--- src/rtl/sniffer_pkg.sv ---
// rtl/sniffer_pkg.sv - shared types and constants for the bus sniffer window controller
package sniffer_pkg;

    typedef enum logic [1:0] {
        IDLE    = 2'd0,
        ARMED   = 2'd1,
        MEASURE = 2'd2
    } state_t;

    localparam int DEFAULT_DATA_WIDTH    = 256;
    localparam int DEFAULT_COUNTER_WIDTH = 32;
    localparam int BIT_SHIFT             = $clog2(DEFAULT_DATA_WIDTH);

    // Result snapshot as seen by the register-interface block
    typedef struct packed {
        logic [DEFAULT_COUNTER_WIDTH-1:0]           beat;
        logic [DEFAULT_COUNTER_WIDTH-1:0]           stall;
        logic [DEFAULT_COUNTER_WIDTH+BIT_SHIFT-1:0] bits;
    } result_t;

endpackage

--- src/rtl/sniffer_window_timer.sv ---
// rtl/sniffer_window_timer.sv - loadable window down-counter with last-cycle flag
module sniffer_window_timer #(
    parameter int COUNTER_WIDTH = 32
) (
    input  logic                     clk,
    input  logic                     reset,
    input  logic                     load,
    input  logic                     en,
    input  logic [COUNTER_WIDTH-1:0] win_len,
    output logic                     last_cycle
);

    logic [COUNTER_WIDTH-1:0] cyc_left;

    // Load win_len-1 (a zero length behaves as one cycle); otherwise count down and park at zero
    always_ff @(posedge clk) begin
        if (reset) begin
            cyc_left <= '0;
        end else if (load) begin
            cyc_left <= (win_len == '0) ? '0 : win_len - 1'b1;
        end else if (en && (cyc_left != '0)) begin
            cyc_left <= cyc_left - 1'b1;
        end
    end

    assign last_cycle = (cyc_left == '0);

endmodule

--- src/rtl/axis_sniffer_window_ctrl.sv ---
// rtl/axis_sniffer_window_ctrl.sv - bandwidth measurement window sequencer for a tapped stream
module axis_sniffer_window_ctrl
    import sniffer_pkg::*;
#(
    parameter int DATA_WIDTH    = DEFAULT_DATA_WIDTH,
    parameter int COUNTER_WIDTH = DEFAULT_COUNTER_WIDTH,
    parameter int CLK_FREQ      = 200000000
) (
    input  logic                                         clk,
    input  logic                                         reset,
    input  logic                                         start,
    input  logic                                         stop,
    input  logic                                         continuous,
    input  logic                                         trigger_on_valid,
    input  logic [COUNTER_WIDTH-1:0]                     win_len,
    input  logic                                         tap_valid,
    input  logic                                         tap_ready,
    output logic                                         busy,
    output logic                                         result_valid,
    output logic [COUNTER_WIDTH-1:0]                     beat_count,
    output logic [COUNTER_WIDTH-1:0]                     stall_count,
    output logic [COUNTER_WIDTH+$clog2(DATA_WIDTH)-1:0]  bit_count,
    output logic [COUNTER_WIDTH-1:0]                     min_beats,
    output logic [COUNTER_WIDTH-1:0]                     max_beats,
    output logic [COUNTER_WIDTH-1:0]                     window_count
);

    localparam int SHIFT = $clog2(DATA_WIDTH);
    localparam logic [COUNTER_WIDTH-1:0] ALL_ONES = '1;

    if (((DATA_WIDTH & (DATA_WIDTH - 1)) != 0) || (CLK_FREQ <= 0)) begin : g_param_check
        $error("axis_sniffer_window_ctrl: DATA_WIDTH must be a power of 2 and CLK_FREQ positive");
    end

    state_t                   state, state_next;
    logic                     cont_r;
    logic                     stop_pending;
    logic [COUNTER_WIDTH-1:0] beat_acc, stall_acc;
    logic [COUNTER_WIDTH-1:0] new_beat, new_stall;
    logic                     accept_start, window_cycle, finish, timer_load, stop_set;
    logic                     last_cycle;

    sniffer_window_timer #(
        .COUNTER_WIDTH(COUNTER_WIDTH)
    ) u_timer (
        .clk        (clk),
        .reset      (reset),
        .load       (timer_load),
        .en         (window_cycle),
        .win_len    (win_len),
        .last_cycle (last_cycle)
    );

    assign new_beat  = beat_acc  + COUNTER_WIDTH'(tap_valid & tap_ready);
    assign new_stall = stall_acc + COUNTER_WIDTH'(tap_valid & ~tap_ready);

    // State register
    always_ff @(posedge clk) begin
        if (reset) begin
            state <= IDLE;
        end else begin
            state <= state_next;
        end
    end

    // Next state and per-cycle control strobes
    always_comb begin
        state_next   = state;
        accept_start = 1'b0;
        window_cycle = 1'b0;
        finish       = 1'b0;
        timer_load   = 1'b0;
        stop_set     = 1'b0;
        case (state)
            IDLE: begin
                if (start && !stop) begin
                    accept_start = 1'b1;
                    timer_load   = 1'b1;
                    state_next   = trigger_on_valid ? ARMED : MEASURE;
                end
            end
            ARMED: begin
                if (stop) begin
                    state_next = IDLE;
                end else if (tap_valid) begin
                    window_cycle = 1'b1;
                    if (last_cycle) begin
                        finish = 1'b1;
                        if (cont_r) begin
                            timer_load = 1'b1;
                            state_next = MEASURE;
                        end else begin
                            state_next = IDLE;
                        end
                    end else begin
                        state_next = MEASURE;
                    end
                end
            end
            MEASURE: begin
                window_cycle = 1'b1;
                if (last_cycle) begin
                    finish = 1'b1;
                    if (cont_r && !stop && !stop_pending) begin
                        timer_load = 1'b1;
                    end else begin
                        state_next = IDLE;
                    end
                end else begin
                    stop_set = stop;
                end
            end
            default: state_next = IDLE;
        endcase
    end

    // Accumulators, result latching and cross-window statistics
    always_ff @(posedge clk) begin
        if (reset) begin
            cont_r       <= 1'b0;
            stop_pending <= 1'b0;
            beat_acc     <= '0;
            stall_acc    <= '0;
            result_valid <= 1'b0;
            beat_count   <= '0;
            stall_count  <= '0;
            min_beats    <= ALL_ONES;
            max_beats    <= '0;
            window_count <= '0;
        end else begin
            result_valid <= finish;
            if (accept_start) begin
                cont_r       <= continuous;
                beat_acc     <= '0;
                stall_acc    <= '0;
                min_beats    <= ALL_ONES;
                max_beats    <= '0;
                window_count <= '0;
            end
            if (state_next == IDLE) begin
                stop_pending <= 1'b0;
            end else if (stop_set) begin
                stop_pending <= 1'b1;
            end
            if (window_cycle) begin
                if (finish) begin
                    beat_acc    <= '0;
                    stall_acc   <= '0;
                    beat_count  <= new_beat;
                    stall_count <= new_stall;
                    if (new_beat < min_beats) begin
                        min_beats <= new_beat;
                    end
                    if (new_beat > max_beats) begin
                        max_beats <= new_beat;
                    end
                    if (window_count != ALL_ONES) begin
                        window_count <= window_count + 1'b1;
                    end
                end else begin
                    beat_acc  <= new_beat;
                    stall_acc <= new_stall;
                end
            end
        end
    end

    assign busy      = (state != IDLE);
    assign bit_count = (COUNTER_WIDTH + SHIFT)'(beat_count) << SHIFT;

endmodule

--- config.mk ---
export PLATFORM = sky130hd
export DESIGN_NAME = axis_sniffer_window_ctrl
export DESIGN_NICKNAME = d
export VERILOG_FILES = /design/src/rtl/sniffer_pkg.sv /design/src/rtl/sniffer_window_timer.sv /design/src/rtl/axis_sniffer_window_ctrl.sv
export SDC_FILE = /design/constraint.sdc
export NUM_CORES = 1
export LEC_CHECK = 0
export CAP_MARGIN = 25
export CELL_PAD_IN_SITES_DETAIL_PLACEMENT = 1
export CELL_PAD_IN_SITES_GLOBAL_PLACEMENT = 1
export CORE_MARGIN = 4
export CORE_UTILIZATION = 40
export CTS_BUF_LIST = sky130_fd_sc_hd__clkbuf_4
export DETAILED_ROUTE_END_ITERATION = 10
export GPL_ROUTABILITY_DRIVEN = 0
export HOLD_SLACK_MARGIN = 0.1
export PLACE_DENSITY = 0.92
export SYNTH_ARGS = -nofsm -noshare
export SYNTH_HDL_FRONTEND = slang
export SYNTH_SLANG_ARGS = --single-unit
export TNS_END_PERCENT = 5
--- constraint.sdc ---
create_clock -name clk -period 5.83 [get_ports clk]
set_input_delay 1.166 -clock clk [delete_from_list [all_inputs] [get_ports clk]]
set_output_delay 1.166 -clock clk [all_outputs]
set_load 0.1 [all_outputs]
==> flow_summary.yaml <==
job:
  maxCapViolCount: 0
floorplanning:
  io_pins: 242
  fp-row-count: 69
  fp.dieW_um: 199.5
  die_y_um: 199.5
  dieArea_mm2: 0.03980
  core_area_mm2: 0.03591
  initial_utilization_pct: 40.84
setup_path:
  cp.required_ns: 6.43
  startpoint_type: "input port"
  crit_type: "in -> reg"
  crit_top_cell: "ha_1"
  path_delay_family: "simple AND/OR/NAND/NOR gates"
  max_stage_delay_ns: 0.50
  crit_arrival_ns: 6.06
  crit_path_top_delay_cell: "nor4_1"
  cp_cell_sequence: "clkdlybuf4s50_1, and2_1, ha_1, ha_1, and3_1, nand4_1, or3_1, nor2_1, xnor2_1, inv_1, ha_1, nand4_1, nor4_1, nand3_1, nand3_1, a21o_1, nand2_2, buf_4, mux2i_1"
  worst_setup_path_end_kind: "register"
  cp.buffers_inverters: 3
  crit_fanout: 17
sta:
  tns_ns: 0
  max_slew_margin_pct: 28.11
  finalWorstSetupSlack_ns: 0.3631
  skew_ns: 0.05053
  timing.hold.ws_ns: 0.4870
  slew_violations: 0
  min_period_ns: 5.467
  finalSetupViolations: 0
  period_share_pct: 93.77
  rsz0062_at_grt: "false"
  fmax_mhz: 182.9
  hold_viol_final: 0
  worst_pin_slew_ns: 1.075
yosys:
  synthArstFlopShare_pct: 0
  ys.flop_type: "dfxtp_1"
  yosysTopAreaCellShare_pct: 35.62
  synth_xor_area_share_pct: 6.269
  synthMuxAreaShare_pct: 1.894
  synthCells: 1857
  synth_compound_area_share_pct: 17.10
  yosysSeqAreaShare_pct: 35.62
  ys_ff_latch: 261
  synthSimpleGateAreaFrac_pct: 25.41
  yosysWarnings: 0
  synth_edf_count: 0
  synth.area.top_cells: "dfxtp_1 (36%), ha_1 (6.3%), nor2_1 (6.2%), a21oi_1 (4.1%), nand2_1 (3.8%)"
  synth_area_per_cell_um2: 7.899
  ys_types: 68
  synth_top_family_by_area: "simple AND/OR/NAND/NOR gates"
  synthAdderAreaFrac_pct: 6.312
  netlist_area_mm2: 0.01467
  synth_top_area_cell: "dfxtp_1"
grt:
  grtUsageTotal_pct: 26.20
  grt_max_degree: 91
  grt_first_pass_wirelength_mm: 85.10
  antenna_found_initial: 1
  grt_pass1_vias: 15970
  overflow: 0
routing:
  drt-vias-per-instance: 5.891
  wl_mm: 53.84
  detail-route-antenna-nets: 0
  drtPass1Iterations: 5
  vias: 15250
  drtIter0Drc: 938
  drc: 0
  wire_per_inst_um: 20.79
finish:
  layout_common_cells: "dfxtp_1 (261), nor2_1 (242), clkdlybuf4s50_1 (232)"
  multiInputGateArea_mm2: 0.008429
  drive_above_1_share_pct: 8.416
  nFillCells: 4373
  seq_area_mm2: 0.005225
  final_common_cell: "dfxtp_1"
  fin_util_pct: 50.72
  synthToLayoutAreaGrowth_pct: 24.18
  nNetsFinal: 2187
clock_tree:
  htree_levels: 3
  cts_buffer_depth: 3
  postCtsSetupRepairBufs: 0
  cts_tree: "built"
  cts_hold_buf: 0
  worstSkewPairLatency_ns: 0.72
  numCtsBuffers: 73
  clockRootBuffer: "clkbuf_4"
  cts.clk_slew.worst_paths_ns: 0.06
  post_cts_resized: 0
  clock-sinks: 261
power_and_ir_drop:
  p_per_area_mw_per_mm2: 215.3
  leakage_nw: 6.971
  ir_drop_mv: 0.08872
placed_design:
  io_buffers: 233
  dp_slack_ns: -0.1564
  dpl.hpwl_mm: 38.03
worst_hold_path:
  hold_class: "reg -> reg"
outcome:
  status: "finished clean"
final cells by class:
cell class                 instances  area share [%]
inverter                          91           1.875
clock buffer                     104           4.286
tap                              461           3.166
antenna                            1         0.01374
multi-input combinational       1363           46.27
sequential                       261           28.68
clock inverter                    25          0.5289
timing repair buffer             283           15.17
final timing paths:
path,startpoint,endpoint,slack [ns],cells after the start
setup reg to reg,beat_acc[0]$_SDFFE_PP0P_,max_beats[0]$_SDFF_PP0_,1.15,17
hold reg to reg,max_beats[18]$_SDFF_PP0_,max_beats[18]$_SDFF_PP0_,0.49,2
setup / recovery,tap_valid,max_beats[0]$_SDFF_PP0_,0.36,19
hold / removal,max_beats[18]$_SDFF_PP0_,max_beats[18]$_SDFF_PP0_,0.49,2
cells by family after synthesis:
group / after synthesis
compound gates: 384
xor+xnor: 105
fa+ha+maj: 74
buf+inv: 240
flops: 261
mux: 27
other cells: 1
simple gates: 765
flip-flops by register name (all words and copies together) (netlist names), 32 cells and up:
register and count:
min_beats 32, window_count 32, beat_acc 32, stall_count 32
stall_acc 32, max_beats 32, u_timer.cyc_left 32, beat_count 32
power breakdown:
part	switching, W	total (W)	internal (W)
registers	0.0000229	0.00183	0.00180
clock network	0.000822	0.00164	0.000821
logic	0.000326	0.000452	0.000126
total	0.00117	0.00392	0.00275
through the flow:
stage / instances / power, W / area (µm²)
after floorplan: 1864 / 0.002161 / 14700
after global placement: 2457 / 0.002285 / 17280
after detailed placement: 2459 / 0.002310 / 17340
after CTS: 2588 / 0.003952 / 18210
after global routing: 2589 / 0.004105 / 18220
final: 2589 / 0.003922 / 18220
cells in the mapped netlist (3+ instances only):
master / number
a211oi_1: 66
a21o_1: 11
a21oi_1: 120
a22oi_1: 35
a2bb2oi_1: 3
a311oi_1: 10
a31oi_1: 27
a41o_1: 3
and2_1: 11
and3_1: 24
and4_1: 18
buf_1: 5
buf_2: 12
buf_4: 44
clkbuf_1: 88
dfxtp_1: 261
ha_1: 74
inv_1: 91
mux2_2: 4
mux2i_1: 21
nand2_1: 150
nand2b_1: 9
nand3_1: 77
nand3b_1: 5
nand4_1: 37
nand4b_1: 3
nor2_1: 243
nor2b_1: 6
nor3_1: 78
nor3b_1: 4
nor4_1: 61
o211a_1: 11
o211ai_1: 6
o21a_1: 3
o21ai_0: 52
o21bai_1: 5
o22ai_1: 4
o31ai_1: 8
o41ai_1: 3
or2_2: 3
or3_1: 12
or4_1: 14
xnor2_1: 59
xor2_1: 46
worst min-delay path, stage by stage, from the launching register on:
cell and delay [ns]:
dfxtp_1 0.32, nand3_1 0.06, o21bai_1 0.06
per-layer routing:
| metal | vias to the layer above | wire length (µm) | GRT usage, % |
|---|---|---|---|
| met5 | - | 0 | 0 |
| met4 | 0 | 2068 | 11.40 |
| met3 | 149 | 2899 | 4.249 |
| met2 | 508 | 27150 | 46.93 |
| met1 | 7510 | 21720 | 30.85 |
| li1 | 7086 | - | - |
No activity file was read; power rests on OpenSTA's default activity.
